<file path="src/rtl/imm_encoder.sv">
// Immediate encoder: packs instruction fields and a full-width immediate into an
// instruction word, then queues {word, err} in a small FIFO with valid/ready handshakes.
// Optional build macro IMM_RANGE_CHECK_EN adds immediate range checking and err_count.
// Encoding assumes XLEN >= 32; bits above 31 of the output are zero.
module imm_encoder #(
    parameter int unsigned XLEN   = 32,
    parameter int unsigned OP_LEN = 7,
    parameter int unsigned DEPTH  = 2
) (
    input  logic              clk,
    input  logic              rst_n,
    input  logic              in_valid,
    output logic              in_ready,
    input  logic [6:0]        in_types,
    input  logic [OP_LEN-1:0] in_opcode,
    input  logic [2:0]        in_funct3,
    input  logic [6:0]        in_funct7,
    input  logic [4:0]        in_rd,
    input  logic [4:0]        in_rs1,
    input  logic [4:0]        in_rs2,
    input  logic [XLEN-1:0]   in_imm,
    output logic              out_valid,
    input  logic              out_ready,
    output logic [XLEN-1:0]   out_instr,
    output logic              out_err
`ifdef IMM_RANGE_CHECK_EN
    ,
    output logic [15:0]       err_count
`endif
);

    localparam int unsigned PW = $clog2(DEPTH);
    localparam int unsigned CW = PW + 1;

    logic [31:0]   imm;
    logic [6:0]    opc;
    logic [31:0]   enc;
    logic          legal;
    logic          range_err;
    logic          err;
    logic          is_shift;

    logic [XLEN:0] mem_q [DEPTH];
    logic [XLEN:0] head;
    logic [PW-1:0] wr_ptr_q, wr_ptr_d;
    logic [PW-1:0] rd_ptr_q, rd_ptr_d;
    logic [CW-1:0] cnt_q, cnt_d;
    logic          full;
    logic          push;
    logic          pop;

    assign imm      = in_imm[31:0];
    assign opc      = 7'(in_opcode);
    assign is_shift = (in_funct3[1:0] == 2'b01);

    // Field packing per instruction type; anything not exactly one-hot encodes as zero.
    always_comb begin
        enc       = '0;
        legal     = 1'b1;
        range_err = 1'b0;
        case (in_types)
            7'b1000000: enc = {in_funct7, in_rs2, in_rs1, in_funct3, in_rd, opc};
            7'b0100000: begin
                if (is_shift) begin
                    enc       = {in_funct7, imm[4:0], in_rs1, in_funct3, in_rd, opc};
                    range_err = |imm[31:5];
                end else begin
                    enc       = {imm[11:0], in_rs1, in_funct3, in_rd, opc};
                    range_err = !((&imm[31:11]) || !(|imm[31:11]));
                end
            end
            7'b0010000: begin
                enc       = {imm[11:0], in_rs1, in_funct3, in_rd, opc};
                range_err = !((&imm[31:11]) || !(|imm[31:11]));
            end
            7'b0001000: begin
                enc       = {imm[11:5], in_rs2, in_rs1, in_funct3, imm[4:0], opc};
                range_err = !((&imm[31:11]) || !(|imm[31:11]));
            end
            7'b0000100: begin
                enc       = {imm[20], imm[10:1], imm[11], imm[19:12], in_rd, opc};
                range_err = imm[0] || !((&imm[31:20]) || !(|imm[31:20]));
            end
            7'b0000010: begin
                enc       = {imm[12], imm[10:5], in_rs2, in_rs1, in_funct3, imm[4:1], imm[11], opc};
                range_err = imm[0] || !((&imm[31:12]) || !(|imm[31:12]));
            end
            7'b0000001: begin
                enc       = {imm[31:12], in_rd, opc};
                range_err = |imm[11:0];
            end
            default: legal = 1'b0;
        endcase
    end

    // Error flag: illegal type always; out-of-range immediates only when checking is built in.
    always_comb begin
`ifdef IMM_RANGE_CHECK_EN
        err = !legal || range_err;
`else
        err = !legal;
`endif
    end

    // Handshake decode; a full buffer still accepts when the head drains this cycle.
    always_comb begin
        full      = (cnt_q == CW'(DEPTH));
        out_valid = (cnt_q != '0);
        in_ready  = !full || out_ready;
        push      = in_valid && in_ready;
        pop       = out_valid && out_ready;
        wr_ptr_d  = push ? wr_ptr_q + PW'(1) : wr_ptr_q;
        rd_ptr_d  = pop ? rd_ptr_q + PW'(1) : rd_ptr_q;
        cnt_d     = cnt_q;
        if (push && !pop) begin
            cnt_d = cnt_q + CW'(1);
        end else if (pop && !push) begin
            cnt_d = cnt_q - CW'(1);
        end
    end

    // FIFO occupancy and pointers.
    always_ff @(posedge clk or negedge rst_n) begin
        if (!rst_n) begin
            wr_ptr_q <= '0;
            rd_ptr_q <= '0;
            cnt_q    <= '0;
        end else begin
            wr_ptr_q <= wr_ptr_d;
            rd_ptr_q <= rd_ptr_d;
            cnt_q    <= cnt_d;
        end
    end

    // Storage needs no reset: entries are only visible while counted as occupied.
    always_ff @(posedge clk) begin
        if (push) begin
            mem_q[wr_ptr_q] <= {err, XLEN'(enc)};
        end
    end

    // Head presentation, forced to zero while empty.
    always_comb begin
        head      = mem_q[rd_ptr_q];
        out_instr = out_valid ? head[XLEN-1:0] : '0;
        out_err   = out_valid && head[XLEN];
    end

`ifdef IMM_RANGE_CHECK_EN
    logic [15:0] err_cnt_q;

    // Saturating count of accepted requests flagged as errored.
    always_ff @(posedge clk or negedge rst_n) begin
        if (!rst_n) begin
            err_cnt_q <= '0;
        end else if (push && err && (err_cnt_q != 16'hFFFF)) begin
            err_cnt_q <= err_cnt_q + 16'd1;
        end
    end

    assign err_count = err_cnt_q;
`endif

endmodule
</file>
<file path="config.mk">
export PLATFORM = sky130hd
export DESIGN_NAME = imm_encoder
export DESIGN_NICKNAME = d
export VERILOG_FILES = /design/src/rtl/imm_encoder.sv
export SDC_FILE = /design/constraint.sdc
export NUM_CORES = 1
export LEC_CHECK = 0
export BUFFER_PORTS_ARGS = -buffer_cell sky130_fd_sc_hd__buf_4
export CAP_MARGIN = 25
export CORE_MARGIN = 2
export CORE_UTILIZATION = 46
export DETAILED_ROUTE_END_ITERATION = 10
export PLACE_DENSITY = 0.77
export SLEW_MARGIN = 20
export SYNTH_ARGS = -nofsm -noshare
export SYNTH_HDL_FRONTEND = slang
export SYNTH_SLANG_ARGS = --single-unit
</file>
<file path="constraint.sdc">
create_clock -name clk -period 2.4 [get_ports clk]
set_input_delay 0.36 -clock clk [delete_from_list [all_inputs] [get_ports clk]]
set_output_delay 0.36 -clock clk [all_outputs]
set_load 0.01 [all_outputs]
</file>
==> results of run 1 <==
-- registers in the layout (all words and copies together), names as in the netlist --
register	cells
cnt_q	2
wr_ptr_q	1
mem_q	66
rd_ptr_q	1
-- power by group through the flow --
stage	registers, mW	clock network (mW)	logic [mW]
after floorplan	1.71	0	0.955
after global placement	1.73	0	1.70
after detailed placement	1.75	0	1.73
after CTS	1.72	0.884	1.73
after global routing	1.74	0.934	1.85
final	1.72	0.870	1.71
-- cells in the mapped netlist (2+ instances only) --
cell type / n
or3_4: 2
buf_2: 3
edfxtp_1: 66
xnor2_1: 6
nor3_1: 3
nand2_1: 7
nor2_1: 45
inv_1: 5
a21o_1: 5
xor2_1: 4
a221o_1: 5
mux2i_1: 33
buf_6: 3
and2_1: 10
or4_4: 2
a221o_2: 3
dfrtp_1: 4
a22o_1: 16
clkbuf_1: 10
and3_1: 3
nand3b_1: 2
o21ai_0: 3
nand3_1: 5
-- per-stage QoR --
| stage | std cells | area, µm² | utilization, % | hold slack (ns) | setup WS [ns] |
|---|---|---|---|---|---|
| after floorplan | 267 | 3493 | - | 0.06441 | 0.3989 |
| after global placement | 465 | 4417 | 60.57 | 0.1572 | 0.3837 |
| after detailed placement | 465 | 4417 | 60.57 | 0.1586 | 0.3430 |
| after CTS | 482 | 4606 | 63.16 | 0.3054 | 0.3096 |
| after global routing | 482 | 4606 | 63.16 | 0.3106 | 0.2105 |
| final | 482 | 4606 | 63.16 | 0.3163 | 0.3226 |
-- routing by layer --
layer | track usage (%) | vias to the layer above
li1 | - | 1229
met1 | 26.09 | 1240
met2 | 35.43 | 97
met3 | 3.734 | 14
met4 | 7.702 | 0
met5 | 0 | -
-- worst max-delay path, cell delays in order (launching register included) --
cell and delay (ns):
dfrtp_1 0.44, nor2_2 0.41, buf_4 0.28, nor2_1 0.09, buf_4 0.15
-- final cells by class --
class                           count  area [µm²]  area share, %
Clock buffer                       13       158.9          3.450
Clock inverter                      3       20.02         0.4347
Inverter                            5       18.77         0.4075
Multi-Input combinational cell    176        1315          28.55
Sequential cell                    70        2083          45.23
Tap cell                           99       123.9          2.689
Timing Repair Buffer              116       885.9          19.23
-- what timing repair did --
item	4_1_cts	5_1_grt
hold endpoints to repair	4	0
hold buffers	1	0
setup endpoints to repair	0	0
-- worst paths after layout --
| kind | depth (start not counted) | to | slack, ns | start |
|---|---|---|---|---|
| max in group asynchronous | 2 | rd_ptr_q | 1.95 | rst_n |
| min in group asynchronous | 2 | rd_ptr_q | 0.34 | rst_n |
| setup / recovery | 4 | out_instr[7] | 0.32 | cnt_q[0] |
| hold reg to reg | 1 | cnt_q[1] | 0.53 | cnt_q[1] |
| hold / removal | 2 | mem_q[1][11] | 0.32 | in_rd[4] |
| setup reg to reg | 3 | mem_q[0][0] | 0.44 | cnt_q[1] |
-- logic make-up after synthesis --
kind of cell    synth area share, %
xor+xnor                      2.509
buf+inv                       3.011
fa+ha+maj                    0.3584
mux                           9.785
flops                         59.64
compound gates                10.75
simple gates                  13.94
==> summary.md, run 1 <==
| Metric | Value |
|---|---|
| Chip width | 91.12 µm |
| Final setup violation count | 0 |
| HPWL Detailed | 6086 µm |
| Mapped Cells | 267 |
| Post-synthesis cell type count | 45 |
| H-tree depth | 3 |
| Net Switching | 1.438 mW |
| Routability Congestion | 0.8716 |
| Gate power share | 39.8% |
| Starting DRT DRC Count | 112 |
| Most common cell after layout, fill and taps aside | buf_4 |
| Number of global-route vias before repair | 2630 |
| RSZ-0062 raised after global routing | no |
| Area growth, synth to finish | 31.94% |
| Clk sink count | 70 |
| Post-CTS Setup Inserts | 0 |
| Pwr dens | 933.4 nW/µm² |
| Pleak | 1.991 nW |
| Synthesized area per cell | 13.07 µm² |
| Worst EP required | 2.04 ns |
| Arrival time of the worst setup path | 1.72 ns |
| Switching portion of total power | 33.46% |
| Core Footprint | 7292 µm² |
| Sequential Power Share | 40.0% |
| Row Count | 31 |
| VDD IR-drop max | 0.3560 mV |
| Actual slew at the worst max-slew pin | 0.9848 ns |
| GR Util All Layers | 20.64% |
| Critical path class | reg -> out |
| Post-synth top area share | 56.77% |
| Final TNS setup | 0 ns |
| Clk buf depth | 2 |
| Cell Int Power | 2.861 mW |
| Number of flops mapped to enable cells by yosys | 66 |
| Reg clk slew, reported paths | 0.08 ns |
| Share of layout cells above drive strength 1 | 38.38% |
| Endpoints failing hold | 0 |
| Final ANT Viol Nets | 0 |
| Top sig layer | met4 |
| Max-Cap Viols | 0 |
| Pins Over Slew Limit | 0 |
| Fillers | 606 |
| Die Area | 8302 µm² |
| Clock Skew | 0.007579 ns |
| Fin crit share | 86.56% |
| Largest net degree at the start of global routing | 35 |
| Total power | 4.299 mW |
| FF+latch count, synth | 70 |
| DR DRC count | 0 |
| Pre-Repair DR Iteration Count | 4 |
| Wire per inst | 17.17 µm |
| # resized after CTS | 0 |
| # port buffers | 109 |
| CP Capture Type | output pin |
| Yosys warning count | 0 |
| Die height | 91.12 µm |
| Asr flop ratio synth | 5.714% |
| Initial Util | 47.87% |
| Synth area leaders | edfxtp_1 57%, mux2i_1 9.5%, nor2_1 4.8% |
| Root Buffer Master | clkbuf_8 |
| Fmax | 481.4 MHz |
| Clock power share | 20.2% |
| Commonest non-fill, non-tap cells in the layout | 114 x buf_4, 66 x edfxtp_1, 43 x nor2_1 |
| Min-Delay Path Class | in -> reg |
| Post-synth top flop | edfxtp_1 |
| Max transition margin | 34.19% |
| Initial antenna violation count | 0 |
| CTS tree | done |
| CTS buffer count | 9 |
| Final wirelength | 8275 µm |
| ANT cells | 0 |
| Vias/cell | 5.353 |
| WL met1 | 3607 µm |
| Ports | 110 |
| Post-layout net count | 454 |
| Crit Path Max Fanout | 14 |
| DR vias | 2580 |
| First-pass GRT wire length | 13060 µm |
| Met2 wire len | 4078 µm |
| Final Critical Period | 2.077 ns |
| Grt ovf | 0 |
| Synth Net Count | 343 |
| Clk_lat worst skew | 0.35 ns |
| Status | complete, no violations |
| Synthesized cell area | 3491 µm² |
| Yosys top cell by area | edfxtp_1 |
| Sequential element share of the synthesized area | 59.64% |
| Critical Path Start Type | flop |
| WL met3 | 445 µm |
(Power assumes the default switching activity.)
==> run 2: changes to the inputs <==
Settings changed: RECOVER_POWER set to 50.
==> run 2 against run 1 <==
Against the previous run:
- global-route usage is the same
- first-iteration DRC count down 0.89%
- worst setup slack got worse by 0.087 ns
- cell count unchanged
- power down 2.0%
- clock skew down 0.0021 ns
- sequential power hardly changed
- register-to-register slack hardly changed
- die area did not move
- flip-flop and latch count stayed put
- combinational power decreased by 5%
- critical path depth did not move
- largest power group unchanged
==> summary.md, run 2 (synthesis results as in run 1) <==
| Metric | Value |
|---|---|
| Status | complete, no violations |
| GR Layer Usage met2 | 35.43% |
| Commonest non-fill, non-tap cells in the layout | 101 x buf_4, 66 x edfxtp_1, 43 x nor2_1 |
| Fin crit share | 90.19% |
| DR vias | 2583 |
| Critical-path cell list | clkbuf_4 > mux2i_1 > nor2_1 > buf_4 |
| Starting DRT DRC Count | 111 |
| Pins Over Slew Limit | 0 |
| # hold bufs at CTS | 1 |
| Wire per inst | 17.12 µm |
| Largest registers | mem_q x66, cnt_q x2 |
| Reg-to-reg startpoint | cnt_q[1] |
| Grt ovf | 0 |
| Clk buf depth | 2 |
| Actual slew at the worst max-slew pin | 0.9921 ns |
| Worst EP required | 2.04 ns |
| Slowest stage delay, CP | 0.55 ns |
| Clk_lat worst skew | 0.34 ns |
| Fmax | 462.0 MHz |
| GR Util All Layers | 20.64% |
| Arrival time of the worst setup path | 1.80 ns |
| First-pass GRT wire length | 13060 µm |
| Final ANT Viol Nets | 0 |
| ANT cells | 0 |
| HPWL Detailed | 6086 µm |
| Share of layout cells above drive strength 1 | 34.46% |
| Busiest grt layer | met2 |
| Final TNS setup | 0 ns |
| Crit Path Max Fanout | 34 |
| Number of flip-flops in the largest register | 66 |
| Post-layout net count | 454 |
| Crit-path slowest cell | clkbuf_4 |
| Crit Reg-Reg Endpoint | mem_q[0][0] |
| Fillers | 620 |
| Chip width | 91.12 µm |
| Met1 Use GR | 26.09% |
| Top reg by flops | mem_q |
| Most common cell after layout, fill and taps aside | buf_4 |
| Endpoints failing hold | 0 |
| Max-Cap Viols | 0 |
| Final setup violation count | 0 |
| Initial Util | 47.87% |
| Core Footprint | 7292 µm² |
| Pwr dens | 930.9 nW/µm² |
| Routability Congestion | 0.8716 |
| Area growth, synth to finish | 29.68% |
| Row Count | 31 |
| Reg clk slew, reported paths | 0.08 ns |
| CTS buffer count | 9 |
| Vias/cell | 5.359 |
| Fin util | 62.08% |
| VDD IR-drop max | 0.3549 mV |
| Largest net degree at the start of global routing | 35 |
| R2R depth | 3 |
| RSZ-0062 raised after global routing | no |
| # resized after CTS | 0 |
| CTS tree | done |
| Root Buffer Master | clkbuf_8 |
| Ports | 110 |
| # port buffers | 109 |
| Pleak | 1.923 nW |
| Min-Delay Path Class | in -> reg |
| Die height | 91.12 µm |
| Clk sink count | 70 |
| Critical Path Start Type | flop |
| Post-CTS Setup Inserts | 0 |
| Initial antenna violation count | 0 |
| Final wirelength | 8251 µm |
| Pre-Repair DR Iteration Count | 4 |
| Critical path class | reg -> out |
| Max transition margin | 33.70% |
| Met3 Use GR | 3.734% |
| CP Capture Type | output pin |
| Number of global-route vias before repair | 2630 |
| H-tree depth | 3 |
| Reg-to-reg slack, setup | 0.44 ns |
| Die Area | 8302 µm² |
| Final Critical Period | 2.165 ns |
| CP Launch Point | rd_ptr_q |
| DR DRC count | 0 |
| Clock Skew | 0.005467 ns |
| CP Capture Point | out_instr[31] |
-- run 2: cell count changes in the layout (fill, tap and decap cells not counted), moves of 2 or more --
| cell | before | now |
|---|---|---|
| and2_1 | 10 | 1 |
| clkbuf_4 | 0 | 2 |
| clkbuf_1 | 2 | 14 |
| and2_0 | 0 | 9 |
| buf_4 | 114 | 101 |
-- run 2: area by class of cell --
cell class              count  area [µm²]  share of cell area [%]
multi-input cells         176        1294                   28.58
flip-flops and latches     70        2083                   46.02
repair buffers            116       828.3                   18.30
well taps                  99       123.9                   2.736
inverters                   5       18.77                  0.4146
clock buffers              13       158.9                   3.510
clock inverters             3       20.02                  0.4422
-- run 2: routing by layer --
metal / part of all wire (%) / routed length (µm) / up-vias
met4: 1.6 / 132 / 0
met2: 49 / 4082 / 97
met5: 0 / 0 / -
met1: 44 / 3637 / 1246
li1: - / - / 1229
met3: 4.8 / 399 / 11
-- run 2: how the worst min path moves through the flow --
stage / to / depth (start not counted) / startpoint / slack [ns]
final: mem_q[1][11] / 2 / in_rd[4] / 0.32
after CTS: mem_q[0][5] / 2 / in_opcode[5] / 0.31
after global routing: mem_q[1][11] / 2 / in_rd[4] / 0.32
after global placement: cnt_q[1] / 1 / rst_n / 0.16
after detailed placement: cnt_q[0] / 1 / rst_n / 0.16
after floorplan: cnt_q[0] / 0 / rst_n / 0.06
-- run 2: power by group --
group | internal (mW) | switching, mW
sequential | 1.63 | 0.0833
combinational | 0.728 | 0.906
clock | 0.431 | 0.435
-- run 2: metrics by stage --
step	setup slack [ns]	instance area, µm²	hold WS (ns)	cells	total power [mW]
finish	0.2354	4527	0.3239	482	4.214
global placement	0.3837	4417	0.1572	465	3.432
detailed placement	0.3430	4417	0.1586	465	3.473
floorplan	0.3989	3493	0.06441	267	2.666
global route	0.1424	4527	0.3230	482	4.447
CTS	0.3096	4606	0.3054	482	4.334
-- run 2: critical path: cells and delay by family, from the launching register on --
kind                   cells  cell delay [ns]
buffers and inverters      2             0.70
flip-flops                 1             0.34
multiplexers               1             0.33
AND/OR/NAND/NOR            1             0.08
==> run 3: changes to the inputs <==
Settings changed: PLACE_DENSITY 0.77 to 0.84.
==> run 3 against run 2 <==
Against the previous run:
- fmax increased by 2.4%
- die area unchanged
- largest cell class unchanged
- critical path depth decreased by 1
- cell count increased by 0.41%
- sequential power about the same
- clock power decreased by 5.0%
- register-to-register slack got worse by 0.15 ns
- critical endpoint is now mem_q[1][3]
- first-iteration DRC count increased by 3.6%
- clock skew increased by 0.0026 ns
- wire length increased by 0.48%
- core utilization increased by 0.43 points
==> summary.md, run 3 (synthesis results as in run 1) <==
| Metric | Value |
|---|---|
| Status | complete, no violations |
| Clk sink count | 70 |
| Final wirelength | 8291 µm |
| DR DRC count | 0 |
| Endpoints failing hold | 0 |
| Worst EP required | 2.29 ns |
| # port buffers | 109 |
| WHS Path Cells | 2 |
| GR Util All Layers | 20.58% |
| Clk_lat worst skew | 0.33 ns |
| Fmax | 473.2 MHz |
| RSZ-0062 raised after global routing | no |
| Met1 Use GR | 26.02% |
| ANT cells | 0 |
| Final Critical Period | 2.113 ns |
| Critical Path Start Type | flop |
| Crit Path Max Fanout | 33 |
| Row Count | 31 |
| Grt ovf | 0 |
| Final TNS setup | 0 ns |
| Ports | 110 |
| Post-layout net count | 456 |
| Clk buf depth | 2 |
| Number of global-route vias before repair | 2669 |
| Clock Skew | 0.008096 ns |
| Commonest non-fill, non-tap cells in the layout | 111 x buf_4, 66 x edfxtp_1, 43 x nor2_1 |
| Fin crit share | 88.06% |
| VDD IR-drop max | 0.4272 mV |
| Top reg by flops | mem_q |
| Arrival time of the worst setup path | 2.01 ns |
| Final instance count without filler cells | 484 |
| R2R depth | 3 |
| Number of flip-flops in the largest register | 66 |
| CP Capture Type | flop |
| Placed cells | 467 |
| Initial Util | 47.87% |
| Final worst slack | 0.2866 ns |
| Pins Over Slew Limit | 0 |
| Root Buffer Master | clkbuf_8 |
| Final ANT Viol Nets | 0 |
| Max transition margin | 34.97% |
| Pleak | 1.963 nW |
| Die height | 91.12 µm |
| Min-Delay Path Class | in -> reg |
| Chip width | 91.12 µm |
| Pre-Repair DR Iteration Count | 4 |
| Area growth, synth to finish | 30.57% |
| Most common cell after layout, fill and taps aside | buf_4 |
| Largest registers | mem_q x66, cnt_q x2 |
| Met3 Use GR | 3.154% |
| DR vias | 2606 |
| Post-CTS Setup Inserts | 0 |
| Reg clk slew, reported paths | 0.07 ns |
| Die Area | 8302 µm² |
| Pwr dens | 929.0 nW/µm² |
| Wire per inst | 17.13 µm |
| CTS buffer count | 9 |
| Share of layout cells above drive strength 1 | 36.10% |
| # resized after CTS | 0 |
| Final setup violation count | 0 |
| Starting DRT DRC Count | 115 |
| Busiest grt layer | met2 |
| H-tree depth | 3 |
| # hold bufs at CTS | 1 |
| CTS tree | done |
| Max-Cap Viols | 0 |
| Critical path class | reg -> reg |
| Routability Congestion | 0.8747 |
| GR Layer Usage met2 | 34.81% |
| Vias/cell | 5.384 |
| Core Footprint | 7292 µm² |
| Initial antenna violation count | 0 |
| Largest net degree at the start of global routing | 34 |
| HPWL Detailed | 6144 µm |
| Fillers | 597 |
| Actual slew at the worst max-slew pin | 0.9732 ns |
| First-pass GRT wire length | 13270 µm |
| Dpl ws | 0.4026 ns |
run 3: power breakdown:
group / internal (mW) / total (mW) / switching [mW] / leakage [nW]
sequential: 1.63 / 1.71 / 0.0828 / 0.699
clock: 0.430 / 0.823 / 0.393 / 0.0905
combinational: 0.786 / 1.70 / 0.911 / 1.17
total: 2.85 / 4.23 / 1.39 / 1.96
run 3: per-stage QoR:
stage / total power [mW] / hold WS, ns / area [µm²] / utilization, %
after floorplan: 2.666 / 0.06441 / 3493 / -
after global placement: 3.417 / 0.1592 / 4418 / 60.59
after detailed placement: 3.461 / 0.1586 / 4418 / 60.59
after CTS: 4.282 / 0.3186 / 4601 / 63.09
after global routing: 4.469 / 0.3287 / 4558 / 62.51
final: 4.235 / 0.3383 / 4558 / 62.51
run 3: cell type report:
type	count	area (µm²)	area share [%]
Clock inverter	2	10.01	0.2196
Inverter	5	18.77	0.4117
Tap cell	99	123.9	2.718
Sequential cell	70	2083	45.70
Multi-Input combinational cell	176	1292	28.36
Timing Repair Buffer	118	867.1	19.02
Clock buffer	14	162.7	3.568
run 3: worst max-delay path, stage by stage, from the launching register on:
cell      delay, ns
dfrtp_1        0.43
or3b_2         0.52
and3_1         0.20
clkbuf_2       0.51
run 3: final timing paths:
path,slack [ns],to,from
min in group asynchronous,0.38,cnt_q[1],rst_n
min reg2reg,0.51,cnt_q[1],cnt_q[1]
max in group asynchronous,1.82,rd_ptr_q,rst_n
max reg2reg,0.29,mem_q[1][3],cnt_q[0]
min,0.34,mem_q[1][18],in_imm[18]
max,0.29,mem_q[1][3],cnt_q[0]
run 3: layer usage:
metal,share of wire [%],vias up,wire [µm]
met1,41,1244,3379
met2,51,108,4251
met5,0,-,0
li1,-,1237,-
met4,2.4,0,196
met3,5.6,17,463
